$ cat config.mk
export PLATFORM = sky130hd
export DESIGN_NAME = rs_issue_scheduler_flat
export DESIGN_NICKNAME = d
export VERILOG_FILES = /design/src/rtl/rs_issue_scheduler_if.sv /design/src/rtl/rs_issue_scheduler.sv /design/src/flat_wrapper.sv
export SDC_FILE = /design/constraint.sdc
export NUM_CORES = 1
export LEC_CHECK = 0
export BUFFER_PORTS_ARGS = -buffer_cell sky130_fd_sc_hd__buf_4
export CAP_MARGIN = 20
export CORE_AREA = 2 2 503 505
export DETAILED_ROUTE_END_ITERATION = 10
export DIE_AREA = 0 0 505 507
export GPL_ROUTABILITY_DRIVEN = 0
export GPL_TIMING_DRIVEN = 0
export PLACE_DENSITY = 0.3
export SYNTH_ARGS = -nofsm -noshare
export SYNTH_HDL_FRONTEND = slang
export SYNTH_SLANG_ARGS = --single-unit
$ cat constraint.sdc
create_clock -name clk_in -period 7.7 [get_ports clk_in]
set_input_delay 0.385 -clock clk_in [delete_from_list [all_inputs] [get_ports clk_in]]
set_output_delay 0.385 -clock clk_in [all_outputs]
set_load 0.01 [all_outputs]
$ cat src/rtl/rs_issue_scheduler_if.sv
// Bus between the reservation station/ALU side and the issue scheduler.
// master = scheduler, slave = RS/ALU environment.
interface rs_issue_scheduler_if #(
  parameter int RS_SIZE = 16,
  parameter int IDX_W   = 4,
  parameter int ROB_W   = 4
);
  logic [RS_SIZE-1:0]       ent_ready;
  logic [RS_SIZE*6-1:0]     ent_op;
  logic [RS_SIZE*32-1:0]    ent_vj;
  logic [RS_SIZE*32-1:0]    ent_vk;
  logic [RS_SIZE*ROB_W-1:0] ent_rob;
  logic                     free_valid;
  logic [IDX_W-1:0]         free_idx;
  logic                     issue_valid;
  logic [5:0]               issue_op;
  logic [31:0]              issue_vj;
  logic [31:0]              issue_vk;
  logic [ROB_W-1:0]         issue_rob;
  logic                     alu_ready;

  modport master (
    input  ent_ready, ent_op, ent_vj, ent_vk, ent_rob, alu_ready,
    output free_valid, free_idx, issue_valid, issue_op, issue_vj, issue_vk, issue_rob
  );
  modport slave (
    output ent_ready, ent_op, ent_vj, ent_vk, ent_rob, alu_ready,
    input  free_valid, free_idx, issue_valid, issue_op, issue_vj, issue_vk, issue_rob
  );
endinterface

$ cat src/rtl/rs_issue_scheduler.sv
// Round-robin issue arbiter: RS ready entries -> one-deep issue register -> ALU.
// Optional RS_SCHED_STATS_EN adds stat_issued / stat_stalled counters.
module rs_issue_scheduler #(
  parameter int RS_SIZE = 16,
  parameter int IDX_W   = 4,
  parameter int ROB_W   = 4
) (
  input  logic clk_in,
  input  logic rst_in,
  input  logic rdy_in,
  input  logic rs_clear,
  rs_issue_scheduler_if.master bus
`ifdef RS_SCHED_STATS_EN
  ,output logic [31:0] stat_issued
  ,output logic [31:0] stat_stalled
`endif
);
  typedef enum logic {EMPTY = 1'b0, FULL = 1'b1} state_t;

  state_t           state_q, state_d;
  logic [IDX_W-1:0] rr_ptr;
  logic [IDX_W-1:0] sel_idx;
  logic             any_rdy;
  logic             slot_open;
  logic             grant;
  logic [5:0]       sel_op;
  logic [31:0]      sel_vj;
  logic [31:0]      sel_vk;
  logic [ROB_W-1:0] sel_rob;

  // Scan from rr_ptr upward; index arithmetic wraps naturally at RS_SIZE.
  always_comb begin
    sel_idx = '0;
    any_rdy = 1'b0;
    for (int k = 0; k < RS_SIZE; k++) begin
      if (!any_rdy && bus.ent_ready[rr_ptr + IDX_W'(k)]) begin
        any_rdy = 1'b1;
        sel_idx = rr_ptr + IDX_W'(k);
      end
    end
  end

  always_comb begin
    sel_op  = bus.ent_op [sel_idx*6     +: 6];
    sel_vj  = bus.ent_vj [sel_idx*32    +: 32];
    sel_vk  = bus.ent_vk [sel_idx*32    +: 32];
    sel_rob = bus.ent_rob[sel_idx*ROB_W +: ROB_W];
  end

  assign slot_open      = (state_q == EMPTY) || bus.alu_ready;
  assign grant          = !rst_in && rdy_in && !rs_clear && slot_open && any_rdy;
  assign bus.free_valid = grant;
  assign bus.free_idx   = grant ? sel_idx : '0;
  assign bus.issue_valid = (state_q == FULL);

  // Flush wins over both ALU drain and a new grant.
  always_comb begin
    state_d = state_q;
    if (rdy_in) begin
      if (rs_clear)                               state_d = EMPTY;
      else if (grant)                             state_d = FULL;
      else if (state_q == FULL && bus.alu_ready)  state_d = EMPTY;
    end
  end

  always_ff @(posedge clk_in or posedge rst_in) begin
    if (rst_in) begin
      state_q       <= EMPTY;
      rr_ptr        <= '0;
      bus.issue_op  <= '0;
      bus.issue_vj  <= '0;
      bus.issue_vk  <= '0;
      bus.issue_rob <= '0;
    end else begin
      state_q <= state_d;
      if (grant) begin
        rr_ptr        <= sel_idx + IDX_W'(1);
        bus.issue_op  <= sel_op;
        bus.issue_vj  <= sel_vj;
        bus.issue_vk  <= sel_vk;
        bus.issue_rob <= sel_rob;
      end
    end
  end

`ifdef RS_SCHED_STATS_EN
  always_ff @(posedge clk_in or posedge rst_in) begin
    if (rst_in) begin
      stat_issued  <= '0;
      stat_stalled <= '0;
    end else if (rdy_in) begin
      if (grant)                                  stat_issued  <= stat_issued + 32'd1;
      if (state_q == FULL && !bus.alu_ready)      stat_stalled <= stat_stalled + 32'd1;
    end
  end
`endif
endmodule
$ cat src/flat_wrapper.sv
// flat-port wrapper written by rule: the top's interface ports become plain ports
module rs_issue_scheduler_flat 
#(
  parameter int RS_SIZE = 16,
  parameter int IDX_W   = 4,
  parameter int ROB_W   = 4
)
  (clk_in, rst_in, rdy_in, rs_clear, bus_ent_ready, bus_ent_op, bus_ent_vj, bus_ent_vk, bus_ent_rob, bus_alu_ready, bus_free_valid, bus_free_idx, bus_issue_valid, bus_issue_op, bus_issue_vj, bus_issue_vk, bus_issue_rob);
  rs_issue_scheduler_if #(.RS_SIZE(RS_SIZE), .IDX_W(IDX_W), .ROB_W(ROB_W)) bus_i ();
  input  logic clk_in;
  input  logic rst_in;
  input  logic rdy_in;
  input  logic rs_clear;
  input wire logic [$bits(bus_i.ent_ready)-1:0] bus_ent_ready;
  input wire logic [$bits(bus_i.ent_op)-1:0] bus_ent_op;
  input wire logic [$bits(bus_i.ent_vj)-1:0] bus_ent_vj;
  input wire logic [$bits(bus_i.ent_vk)-1:0] bus_ent_vk;
  input wire logic [$bits(bus_i.ent_rob)-1:0] bus_ent_rob;
  input wire logic [$bits(bus_i.alu_ready)-1:0] bus_alu_ready;
  output wire logic [$bits(bus_i.free_valid)-1:0] bus_free_valid;
  output wire logic [$bits(bus_i.free_idx)-1:0] bus_free_idx;
  output wire logic [$bits(bus_i.issue_valid)-1:0] bus_issue_valid;
  output wire logic [$bits(bus_i.issue_op)-1:0] bus_issue_op;
  output wire logic [$bits(bus_i.issue_vj)-1:0] bus_issue_vj;
  output wire logic [$bits(bus_i.issue_vk)-1:0] bus_issue_vk;
  output wire logic [$bits(bus_i.issue_rob)-1:0] bus_issue_rob;
  assign bus_i.ent_ready = bus_ent_ready;
  assign bus_i.ent_op = bus_ent_op;
  assign bus_i.ent_vj = bus_ent_vj;
  assign bus_i.ent_vk = bus_ent_vk;
  assign bus_i.ent_rob = bus_ent_rob;
  assign bus_i.alu_ready = bus_alu_ready;
  assign bus_free_valid = bus_i.free_valid;
  assign bus_free_idx = bus_i.free_idx;
  assign bus_issue_valid = bus_i.issue_valid;
  assign bus_issue_op = bus_i.issue_op;
  assign bus_issue_vj = bus_i.issue_vj;
  assign bus_issue_vk = bus_i.issue_vk;
  assign bus_issue_rob = bus_i.issue_rob;
  rs_issue_scheduler #(.RS_SIZE(RS_SIZE), .IDX_W(IDX_W), .ROB_W(ROB_W)) u_core (.clk_in(clk_in), .rst_in(rst_in), .rdy_in(rdy_in), .rs_clear(rs_clear), .bus(bus_i));
endmodule
==> impl_metrics.ini <==
[hold_path]
min_to = u_core.bus.issue_valid
hold_path_class = in2reg
min-delay-start = bus_alu_ready
min_path_cells = 4

[synthesis]
synth-edff-count = 0
synth_top_area_share_pct = 16.68
ys_seq_area_share_pct = 11.81
async_flop_share_pct = 100.0
post-synth-top-area-cell = o211ai_1
synthFlopType = dfrtp_1
yosys_warnings = 0
syn_avg_cell_area_sq_um = 7.322
yosys-top-cells-area = o211ai_1 (17%), dfrtp_1 (12%), a211oi_1 (6.8%)
synthCells = 2287
yosysUniqueCellTypes = 70
netlist_area_sq_um = 16750
synthesis.nets = 3500
synth_seq_cells = 79

[sta]
final.min_clock_period_ns = 7.557
finalHoldViolCount = 0
max_clock_freq_ghz = 0.1323
slew_violations = 0
relSlewSlack_pct = 27.92
skew_ns = 0.04401
layout_setup_ws_ns = 0.1432
period_share_pct = 98.14
worst-slew-pin-transition_ns = 1.081
finalSetupViolations = 0

[clocking]
cts_root_buf = clkbuf_16
cts_made_buffers = 9
path_clk_slew_ns = 0.11
clock_sink_count = 79
cts_tree = yes
htreeDepth = 3
cts_buffer_depth = 2
worstSkewPairLatency_ns = 0.48

[global_routing]
grt_pass1_wl_um = 336000
grt_pass1_vias = 28440
grt_usage_pct = 20.57
grt_overflow_total = 0
grt_max_degree = 48
antenna_found_initial = 145

[critical_path]
rr_startpoint = u_core.rr_ptr[1]
worstSetupEndpointType = flip-flop
rr_worst_depth = 21
rr_endpoint = u_core.bus.issue_vj[5]
critical_path_class = reg2reg
startpoint_type = flip-flop
regToRegSetupSlack_ns = 0.14
crit_arrival_ns = 7.83
crit_required_ns = 7.98
critPathMaxFanout = 10
crit_start = u_core.rr_ptr[1]

[route]
viasPerCell = 3.951
drc = 0
firstDrtPassIters = 5
finalWirelength_um = 274800
drtIter0Drc = 2296
route.vias.total = 27820
wl_per_cell_um = 39.04
final_antenna_net_count = 0

[placement]
portBuffers = 1284
dp_slack_ns = -2.347
dp.final_hpwl_um = 242400

[layout]
area_growth_pct = 93.00
mostFrequentLayoutCell = buf_4
drive_above_1_share_pct = 44.75
fillers = 29420
final_cell_mix = buf_4 (1,307), o211ai_1 (372), nand2_1 (179)
nNetsFinal = 4848

[die]
die_h_um = 507
ios = 1285
core_sq_um = 250500
die_w_um = 505
rows = 184
floorplan.initialDensity_pct = 6.686
die-area_sq_um = 256000

[outcome]
outcome = complete, no violations

[flow_run]
drv_cap = 0
-- worst max-delay path: stages, from the launching register on --
cell,delay [ns]
dfrtp_2,0.51
buf_2,0.28
clkbuf_4,0.30
clkinvlp_4,0.21
ha_1,0.34
buf_2,0.19
buf_2,0.33
mux4_2,0.42
mux2_2,0.32
mux2_2,0.30
buf_2,0.19
or4_4,0.59
or4b_4,0.59
nor3_2,0.27
o31a_1,0.26
nor2_2,0.10
inv_6,0.26
buf_8,0.30
clkbuf_1,0.56
o211ai_1,0.21
a32oi_1,0.53
nand4_1,0.24
-- cells by family after synthesis --
| kind of cell | count (synthesis) | synth area share (%) |
|---|---|---|
| AOI/OAI and AO/OA | 896 | 41.00 |
| and+or+nand+nor | 616 | 19.34 |
| buffers and inverters | 463 | 11.06 |
| muxes | 213 | 15.58 |
| DFF | 79 | 11.81 |
| xor gates and xnor gates | 12 | 0.6276 |
| adders and majority gates | 8 | 0.5978 |
-- through the flow --
| step | cell area [sq um] | TNS (ns) | cells | utilization (%) | hold WS, ns |
|---|---|---|---|---|---|
| 2_1_floorplan | 16750 | 0 | 2287 | - | 0.5259 |
| 6_report | 32320 | 0 | 7040 | 12.90 | 0.2396 |
| 3_5_place_dp | 31480 | -122.91 | 6964 | 12.57 | 0.4506 |
| 5_1_grt | 32220 | -0.004233 | 7002 | 12.87 | 0.2065 |
| 4_1_cts | 32060 | 0 | 6980 | 12.80 | 0.1622 |
| 3_3_place_gp | 30570 | -360.95 | 6919 | 12.21 | 0.4882 |
-- cells in the mapped netlist, drive strengths merged, types with 2 or more instances --
master / count
nand2: 179
nor3: 6
o22a: 3
nand2b: 7
or4b: 3
inv: 162
o21a: 2
buf: 96
mux4: 29
o2111ai: 2
or4: 3
a21oi: 17
dfrtp: 79
a311o: 76
o22ai: 4
mux2i: 96
a31oi: 6
xnor2: 8
nor4: 6
nand4: 76
xor2: 4
ha: 8
and3: 150
o221ai: 2
a22oi: 2
a211o: 77
nor4b: 2
mux2: 88
a32oi: 74
o31a: 2
clkbuf: 204
and2: 4
or3: 2
nor3b: 2
nor2: 13
o211ai: 373
and4b: 2
o21ai: 93
a21boi: 2
a211oi: 151
nand3: 157
-- layer usage --
metal	vias up	track usage, %	wire (um)
met5	-	0	384
met4	66	7.211	11120
met3	307	6.155	22500
met2	1755	35.30	132300
met1	13810	24.13	108600
li1	11880	-	-
-- what timing repair did --
item	in CTS	in global routing
gates resized for setup	74	17
setup endpoints to repair	82	60
setup buffers	1	7
gates cloned	0	0
hold buffers	1	0
endpoints found under the hold margin	32	0
pin swaps	6	3
-- state kept, by name (all words and copies together), names as in the netlist --
signal and count:
u_core.bus.issue_vj 32, u_core.bus.issue_op 6, u_core.bus.issue_rob 4, u_core.rr_ptr 4, u_core.bus.issue_valid 1, u_core.bus.issue_vk 32
-- how the worst max path moves through the flow --
| stage | endpoint | cells after the start |
|---|---|---|
| 5_1_grt | u_core.bus.issue_op[3] | 22 |
| 6_report | u_core.bus.issue_vj[5] | 21 |
| 3_5_place_dp | u_core.bus.issue_op[3] | 21 |
| 3_3_place_gp | u_core.bus.issue_vk[10] | 20 |
| 4_1_cts | u_core.bus.issue_vj[19] | 21 |
| 2_1_floorplan | bus_free_idx[0] | 18 |
-- final cells by class --
cell class,count,area [sq um],area share (%)
clock inverter,6,56.30,0.1742
buffer,298,1404,4.344
multi-input combinational,1745,13140,40.66
inverter,163,625.6,1.936
clock buffer,10,239.0,0.7394
tap,3348,4189,12.96
timing repair buffer,1339,10560,32.67
sequential,79,1978,6.121
antenna,52,130.1,0.4026
Power is not shown: default switching activity piles up to over one toggle a cycle in this logic, so the estimate is an artifact.
